$ cat src/rtl/grid_template_param.sv
// grid_template_param
//
// Grid overlay generator for the VGA pipeline. It follows the raw pixel
// counters hc/vc and reports which grid cell the current pixel falls in. It
// also reports whether the pixel is inside the grid rectangle, whether it lies
// on a divider/border line of LINE_W pixels, and (optionally) whether it lies
// in a selected cell. Cell position is tracked with running offset counters,
// so any cell size and column/row count works without comparator chains.
//
// Optional feature macro: GRID_HIGHLIGHT_EN
//   defined   -> cell_sel = in_grid & (col == sel_x) & (row == sel_y)
//   undefined -> cell_sel tied to 0, sel_x/sel_y ignored (ports kept)
//
// Ports:
//   clk       in   pixel clock
//   rst       in   asynchronous active-high reset
//   hc, vc    in   11-bit horizontal / vertical pixel counters
//   sel_x     in   highlighted column (CX_W bits)
//   sel_y     in   highlighted row (CY_W bits)
//   matrix_x  out  column index of the pixel (0 outside the grid)
//   matrix_y  out  row index of the pixel (0 outside the grid)
//   in_grid   out  pixel is inside the grid rectangle of a tracked frame
//   lines     out  pixel is on a divider or border line
//   cell_sel  out  pixel is inside the highlighted cell
//
// All outputs are registered: values at cycle t+1 describe hc/vc at cycle t.
module grid_template_param #(
  parameter int GRID_XI = 212,
  parameter int GRID_YI = 184,
  parameter int CELL_W  = 100,
  parameter int CELL_H  = 100,
  parameter int N_COLS  = 6,
  parameter int N_ROWS  = 4,
  parameter int LINE_W  = 1,
  localparam int CX_W   = (N_COLS > 1) ? $clog2(N_COLS) : 1,
  localparam int CY_W   = (N_ROWS > 1) ? $clog2(N_ROWS) : 1
) (
  input  logic            clk,
  input  logic            rst,
  input  logic [10:0]     hc,
  input  logic [10:0]     vc,
  input  logic [CX_W-1:0] sel_x,
  input  logic [CY_W-1:0] sel_y,
  output logic [CX_W-1:0] matrix_x,
  output logic [CY_W-1:0] matrix_y,
  output logic            in_grid,
  output logic            lines,
  output logic            cell_sel
);

  localparam int XO_W    = $clog2(CELL_W);
  localparam int YO_W    = $clog2(CELL_H);
  localparam int GRID_XF = GRID_XI + N_COLS * CELL_W - 1;
  localparam int GRID_YF = GRID_YI + N_ROWS * CELL_H - 1;

  localparam logic [10:0]     XI_C       = 11'(GRID_XI);
  localparam logic [10:0]     XF_C       = 11'(GRID_XF);
  localparam logic [10:0]     YI_C       = 11'(GRID_YI);
  localparam logic [10:0]     YF_C       = 11'(GRID_YF);
  localparam logic [XO_W-1:0] XO_LAST    = XO_W'(CELL_W - 1);
  localparam logic [YO_W-1:0] YO_LAST    = YO_W'(CELL_H - 1);
  localparam logic [XO_W-1:0] XO_LW      = XO_W'(LINE_W);
  localparam logic [YO_W-1:0] YO_LW      = YO_W'(LINE_W);
  localparam logic [XO_W-1:0] XO_LINE_HI = XO_W'(CELL_W - LINE_W);
  localparam logic [YO_W-1:0] YO_LINE_HI = YO_W'(CELL_H - LINE_W);
  localparam logic [CX_W-1:0] LAST_COL   = CX_W'(N_COLS - 1);
  localparam logic [CY_W-1:0] LAST_ROW   = CY_W'(N_ROWS - 1);

  // Tracking state: position of the previously presented pixel.
  logic [CX_W-1:0] col_p1;
  logic [XO_W-1:0] xoff_p1;
  logic [CY_W-1:0] row_p1;
  logic [YO_W-1:0] yoff_p1;
  logic            synced_p1;

  // Position of the pixel currently on hc/vc.
  logic [CX_W-1:0] col_p0;
  logic [XO_W-1:0] xoff_p0;
  logic [CY_W-1:0] row_p0;
  logic [YO_W-1:0] yoff_p0;
  logic            synced_p0;
  logic            in_grid_p0;
  logic            lines_p0;

  logic x_start;
  logic x_span;
  logic x_in;
  logic y_in;

  assign x_start = (hc == XI_C);
  assign x_span  = (hc > XI_C) && (hc <= XF_C);
  assign x_in    = (hc >= XI_C) && (hc <= XF_C);
  assign y_in    = (vc >= YI_C) && (vc <= YF_C);

  // ---- Stage p0: derive current pixel position from previous state ----
  always_comb begin
    col_p0  = '0;
    xoff_p0 = '0;
    if (x_span) begin
      if (xoff_p1 == XO_LAST) begin
        xoff_p0 = '0;
        col_p0  = col_p1 + CX_W'(1);
      end else begin
        xoff_p0 = xoff_p1 + XO_W'(1);
        col_p0  = col_p1;
      end
    end
  end

  // Row state only moves once per line, on the first grid pixel of the line.
  // Lines above the grid and below it both park row/yoff at 0.
  always_comb begin
    row_p0    = row_p1;
    yoff_p0   = yoff_p1;
    synced_p0 = synced_p1;
    if (x_start) begin
      if (vc == YI_C) begin
        row_p0    = '0;
        yoff_p0   = '0;
        synced_p0 = 1'b1;
      end else if ((vc > YI_C) && (vc <= YF_C)) begin
        if (yoff_p1 == YO_LAST) begin
          yoff_p0 = '0;
          row_p0  = row_p1 + CY_W'(1);
        end else begin
          yoff_p0 = yoff_p1 + YO_W'(1);
        end
      end else begin
        row_p0  = '0;
        yoff_p0 = '0;
      end
    end
  end

  assign in_grid_p0 = synced_p0 && x_in && y_in;

  // Leading lines at the start of every cell; trailing border only on the
  // last column / last row so the grid is closed on the right and bottom.
  assign lines_p0 = in_grid_p0 &&
                    ((xoff_p0 < XO_LW) ||
                     (yoff_p0 < YO_LW) ||
                     ((col_p0 == LAST_COL) && (xoff_p0 >= XO_LINE_HI)) ||
                     ((row_p0 == LAST_ROW) && (yoff_p0 >= YO_LINE_HI)));

  // ---- Stage p1: registered state and outputs ----
  always_ff @(posedge clk or posedge rst) begin
    if (rst) begin
      col_p1    <= '0;
      xoff_p1   <= '0;
      row_p1    <= '0;
      yoff_p1   <= '0;
      synced_p1 <= 1'b0;
      matrix_x  <= '0;
      matrix_y  <= '0;
      in_grid   <= 1'b0;
      lines     <= 1'b0;
    end else begin
      col_p1    <= col_p0;
      xoff_p1   <= xoff_p0;
      row_p1    <= row_p0;
      yoff_p1   <= yoff_p0;
      synced_p1 <= synced_p0;
      matrix_x  <= in_grid_p0 ? col_p0 : '0;
      matrix_y  <= in_grid_p0 ? row_p0 : '0;
      in_grid   <= in_grid_p0;
      lines     <= lines_p0;
    end
  end

`ifdef GRID_HIGHLIGHT_EN
  logic cell_sel_p0;

  assign cell_sel_p0 = in_grid_p0 && (col_p0 == sel_x) && (row_p0 == sel_y);

  always_ff @(posedge clk or posedge rst) begin
    if (rst) begin
      cell_sel <= 1'b0;
    end else begin
      cell_sel <= cell_sel_p0;
    end
  end
`else
  logic unused_sel;

  assign unused_sel = ^{sel_x, sel_y};
  assign cell_sel   = 1'b0;
`endif

endmodule

$ cat config.mk
export PLATFORM = sky130hd
export DESIGN_NAME = grid_template_param
export DESIGN_NICKNAME = d
export VERILOG_FILES = /design/src/rtl/grid_template_param.sv
export SDC_FILE = /design/constraint.sdc
export NUM_CORES = 1
export LEC_CHECK = 0
export ABC_AREA = 1
export CAP_MARGIN = 15
export CORE_MARGIN = 1.5
export CORE_UTILIZATION = 50
export CTS_CLUSTER_SIZE = 16
export DETAILED_ROUTE_END_ITERATION = 10
export DONT_BUFFER_PORTS = 1
export SLEW_MARGIN = 25
export SYNTH_ARGS = -nofsm -noshare
export SYNTH_HDL_FRONTEND = slang
export SYNTH_SLANG_ARGS = --single-unit
$ cat constraint.sdc
create_clock -name clk -period 5.1 [get_ports clk]
set_input_delay 0.765 -clock clk [delete_from_list [all_inputs] [get_ports clk]]
set_output_delay 0.765 -clock clk [all_outputs]
set_load 0.1 [all_outputs]
# Word level (Yosys, flattened, before mapping)
# Index checks and enable logic that the tools add are counted.
# word_totals
ff_bits	27
inputBits	29
out_inout_bits	8
word_cells	57
# op_classes
n_addsub	4
order_cmp	10
n_eq_ne	6
muxes	16
reduce_logical	12
# ops
cell	count
$mux W7	6
$eq A11 B8 Y1 const B	2
$ge A11 B8 Y1 const B	2
$gt A11 B8 Y1 const B	2
$le A11 B10 Y1 const B	2
$add A7 B1 Y7 const B	2
$eq A7 B7 Y1 const B	2
$ge A7 B7 Y1 const B	2
$lt A7 B1 Y1 const B	2
$mux W2	5
$logic_and A1 B1 Y1	9
$mux W3	3
$add A3 B1 Y3 const B	1
$eq A3 B3 Y1 const B	1
$logic_or A1 B1 Y1	3
$add A2 B1 Y2 const B	1
$eq A2 B2 Y1 const B	1
$mux W1	2

# Logic depth before layout (Yosys ltp)
# logic_depth
depth_word	10
depth_mapped	16
mapped_depth_nobuf	16

# Worst setup path after synthesis
# OpenSTA, ideal clock, no wires.
# synth_timing
path_kind	input to register
from	in vc[8]
to	reg lines
t_arrival_ns	1.809
required_ns	4.987
path_slack_ns	3.178
stages	14
n_path_buf	0
cell_sequence	inv_2 nand2_1 a21oi_1 nand2_4 nor2_8 nand3_1 nand2_2 inv_1 nand2_1 nor2_1 nand2_1 nand3_1 nand2_1 inv_1
# synth_via
elab_chain_cells	10
elab_cells_between_ends	24
# synth_lines
element	line	rtl
from (decl)	41	input logic [10:0] vc,
$gt A11 B8 Y1 / $le A11 B10 Y1 (equally long branches)	121	end else if ((vc > YI_C) && (vc <= YF_C)) begin
$logic_and A1 B1 Y1	121	
$mux W7	121	
$mux W7 (*)	117	if (vc == YI_C) begin
$mux W7 (*)	116	if (x_start) begin
via yoff_p0[4]	80	logic [YO_W-1:0] yoff_p0;
$lt A7 B1 Y1	141	(yoff_p0 < YO_LW) ||
$logic_or A1 B1 Y1	140	((xoff_p0 < XO_LW) ||
$logic_or A1 B1 Y1	141	
$logic_or A1 B1 Y1 (*)	142	((col_p0 == LAST_COL) && (xoff_p0 >= XO_LINE_HI)) ||
$logic_and A1 B1 Y1 (*)	139	assign lines_p0 = in_grid_p0 &&
via lines_p0	83	logic lines_p0;
to (signal assigned)	166	lines <= lines_p0;
to (decl)	47	output logic lines,
# Mark *: on every way through the listed nets, which the timed path passes. The rest lies on a longest branch.

# Final worst setup path
# layout_timing
from	reg yoff_p1[0]
to	reg lines
# layout_via
elab_cells_between_ends	18
# layout_lines
element	line	rtl
from (decl)	73	logic [YO_W-1:0] yoff_p1;
from (signal assigned)	161	yoff_p1 <= yoff_p0;
$eq A7 B7 Y1	122	if (yoff_p1 == YO_LAST) begin
$mux W2	122	
$mux W2	121	
$mux W2	117	
$mux W2	116	
via row_p0[1]	79	logic [CY_W-1:0] row_p0;
$eq A2 B2 Y1	143	((row_p0 == LAST_ROW) && (yoff_p0 >= YO_LINE_HI)));
$logic_and A1 B1 Y1	143	
$logic_or A1 B1 Y1	142	
$logic_and A1 B1 Y1	139	
via lines_p0	83	
# The timed path passes the listed nets, and every way through them passes these cells.

==> impl_metrics.json <==
{
  "status": "finished clean",
  "die_area_um2": 4440,
  "power.density_nw_per_um2": 185,
  "fmax_ghz": 0.491,
  "cts_root_buf": "clkbuf_8",
  "grt_max_degree": 28,
  "viasPerCell": 4.98,
  "dp_hpwl_um": 3070,
  "drv_slew": 0,
  "cts_buffers": 3,
  "cts_sinks": 27,
  "synth_edf_count": 0,
  "synth_cell_type_count": 31,
  "setup_viol": 0,
  "area_growth_pct": 4.20,
  "grt_pass1_vias": 1695,
  "fin_nets": 336,
  "die_height_um": 66.7,
  "cts.clk_slew.worst_paths_ns": 0.10,
  "ys_async_sr_fraction_pct": 100,
  "synthFlopType": "dfrtp_1",
  "rsz0062_at_grt": "false",
  "yosys-top-cells-area": "dfrtp_1 33%, nand2_1 17%, inv_1 8.1%",
  "path_max_fanout": 7,
  "hold_violations": 0,
  "synthDominantCellAreaShare_pct": 33.3,
  "worst_pin_slew_ns": 0.892,
  "postCtsSetupBuffers": 0,
  "fin_crit_ns": 2.04,
  "antenna_found_initial": 0,
  "p_leak_uw": 0.00112,
  "first_pass_iters": 4,
  "synth_area_per_cell_um2": 6.71,
  "yosys_warnings": 0,
  "ioPinCount": 37,
  "synth_most_common_cell": "nand2_1",
  "cts_tree": "done",
  "placedCellCount": 347,
  "drc_errors": 0,
  "layout.cells.non_filler": 351,
  "cts_buffer_depth": 2,
  "synth_area_um2": 2030,
  "fin_worst_skew_ns": 0.00371,
  "start_util_pct": 53.7,
  "yosys_register_bits": 27,
  "ir_drop_uv": 111,
  "cp.arrival_ns": 2.26,
  "std_cell_rows": 22,
  "postSynthCellCount": 302,
  "nFillCells": 373,
  "die_x_um": 66.7,
  "clk_latency_ns": 0.28,
  "postRouteAntennaNets": 0,
  "first_iter_violations": 105,
  "cp-start-kind": "flip-flop",
  "end_kind": "flip-flop",
  "grt.total_usage_pct": 20.9,
  "fin_tns_setup_ns": 0,
  "synth_top_area_cell": "dfrtp_1",
  "cts.htree.levels": 1,
  "wl_per_cell_um": 11.4,
  "vias": 1749,
  "io_buffers": 0,
  "core_region_area_um2": 3770,
  "hold_path.class": "in2async",
  "syn_nets": 334,
  "drive_above_1_share_pct": 14.9,
  "drt-total-wl_um": 3990,
  "synth.top_cells.by_count": "91 x nand2_1, 44 x inv_1, 43 x nor2_1",
  "worstPathRequired_ns": 5.32,
  "slew_headroom_pct": 40.6,
  "path_class": "reg2reg",
  "fin_crit_sh_pct": 39.9,
  "cap_viol_max_count": 0,
  "gp_congestion": 0.818,
  "yosysSeqAreaShare_pct": 33.3,
  "grt-ovfl-total": 0,
  "holdBufCountCts": 0,
  "grt_pass1_wl_um": 7230,
  "cts_resized": 0,
  "num_antenna_cells": 0
}
[final cells by class]
type	count	area, um2	area share [%]
sequential	27	676	32.0
clock buffer	3	41.3	1.95
inverter	52	195	9.24
tap	48	60.1	2.84
clock inverter	1	7.51	0.355
multi-input combinational	220	1130	53.6
[worst paths after layout]
path                       startpoint          to  slack (ns)  depth (start not counted)
max                        yoff_p1[0]       lines        3.06                         13
min                               rst  xoff_p1[5]        0.41                          1
max reg2reg                yoff_p1[0]       lines        3.06                         13
min reg2reg                 synced_p1   synced_p1        0.47                          1
max in group asynchronous         rst  xoff_p1[6]        4.31                          1
min in group clk            synced_p1   synced_p1        0.47                          1
[where the power goes]
part / internal, uW / switching (uW) / total [uW]
clock network: 55.6 / 72.2 / 128
logic: 13.8 / 31.1 / 44.8
registers: 216 / 3.19 / 219
[kinds of logic after synthesis]
group / synth area share [%]
AND/OR/NAND/NOR: 48.4
flip-flops: 33.3
AO/OA/AOI/OAI: 3.70
buffers and inverters: 10.8
adder cells (fa/ha/maj): 1.85
other: 0.185
XOR/XNOR: 1.73
[cells in the final DEF (no fill, tap or decap), types with 2 or more instances in the layout]
master,n
xor2_1,2
nand4_1,7
xnor2_1,2
o21ai_0,2
nand2_4,4
nor2_4,6
nand2_2,7
a21oi_1,3
clkbuf_8,3
nand3_2,3
nor2_2,5
inv_2,9
nand2_1,91
nor3_4,2
nor3_1,4
ha_1,3
nand3_1,26
o21ai_1,2
nor2_1,43
dfrtp_1,27
inv_1,43
[per-layer routing]
| layer | part of all wire, % | vias to the layer above | wire length [um] | global-route usage, % |
|---|---|---|---|---|
| li1 | - | 930 | - | - |
| met4 | 0.53 | 0 | 21 | 4.59 |
| met3 | 5.8 | 2 | 230 | 4.56 |
| met1 | 49 | 766 | 1960 | 28.0 |
| met2 | 45 | 51 | 1780 | 34.5 |
| met5 | 0 | - | 0 | 0 |
[flip-flops by register name (all words and copies together), names as in the netlist]
| name | flops |
|---|---|
| xoff_p1 | 7 |
| lines | 1 |
| synced_p1 | 1 |
| col_p1 | 3 |
| in_grid | 1 |
| matrix_x | 3 |
| matrix_y | 2 |
| yoff_p1 | 7 |
| row_p1 | 2 |
[critical path: stages, from the launching register on]
cell      delay [ns]
dfrtp_1         0.47
ha_1            0.26
inv_2           0.06
nor2_2          0.10
nand3b_1        0.26
o21ai_1         0.23
nand3_2         0.10
nand2_2         0.08
nand3_1         0.06
nor2_1          0.10
nand2_1         0.06
nand3_1         0.06
nand2_1         0.05
inv_1           0.07
[per-stage QoR]
stage	hold WS [ns]	area, um2	total power, uW	setup slack [ns]	utilization (%)
6_report	0.414	2110	392	3.06	56.0
5_1_grt	0.450	2110	416	2.79	56.0
4_1_cts	0.471	2110	397	3.06	56.0
3_5_place_dp	0.450	2060	269	2.90	54.7
3_3_place_gp	0.441	2060	269	2.93	54.7
2_1_floorplan	0.428	2030	262	3.18	-
(Power assumes the default switching activity.)
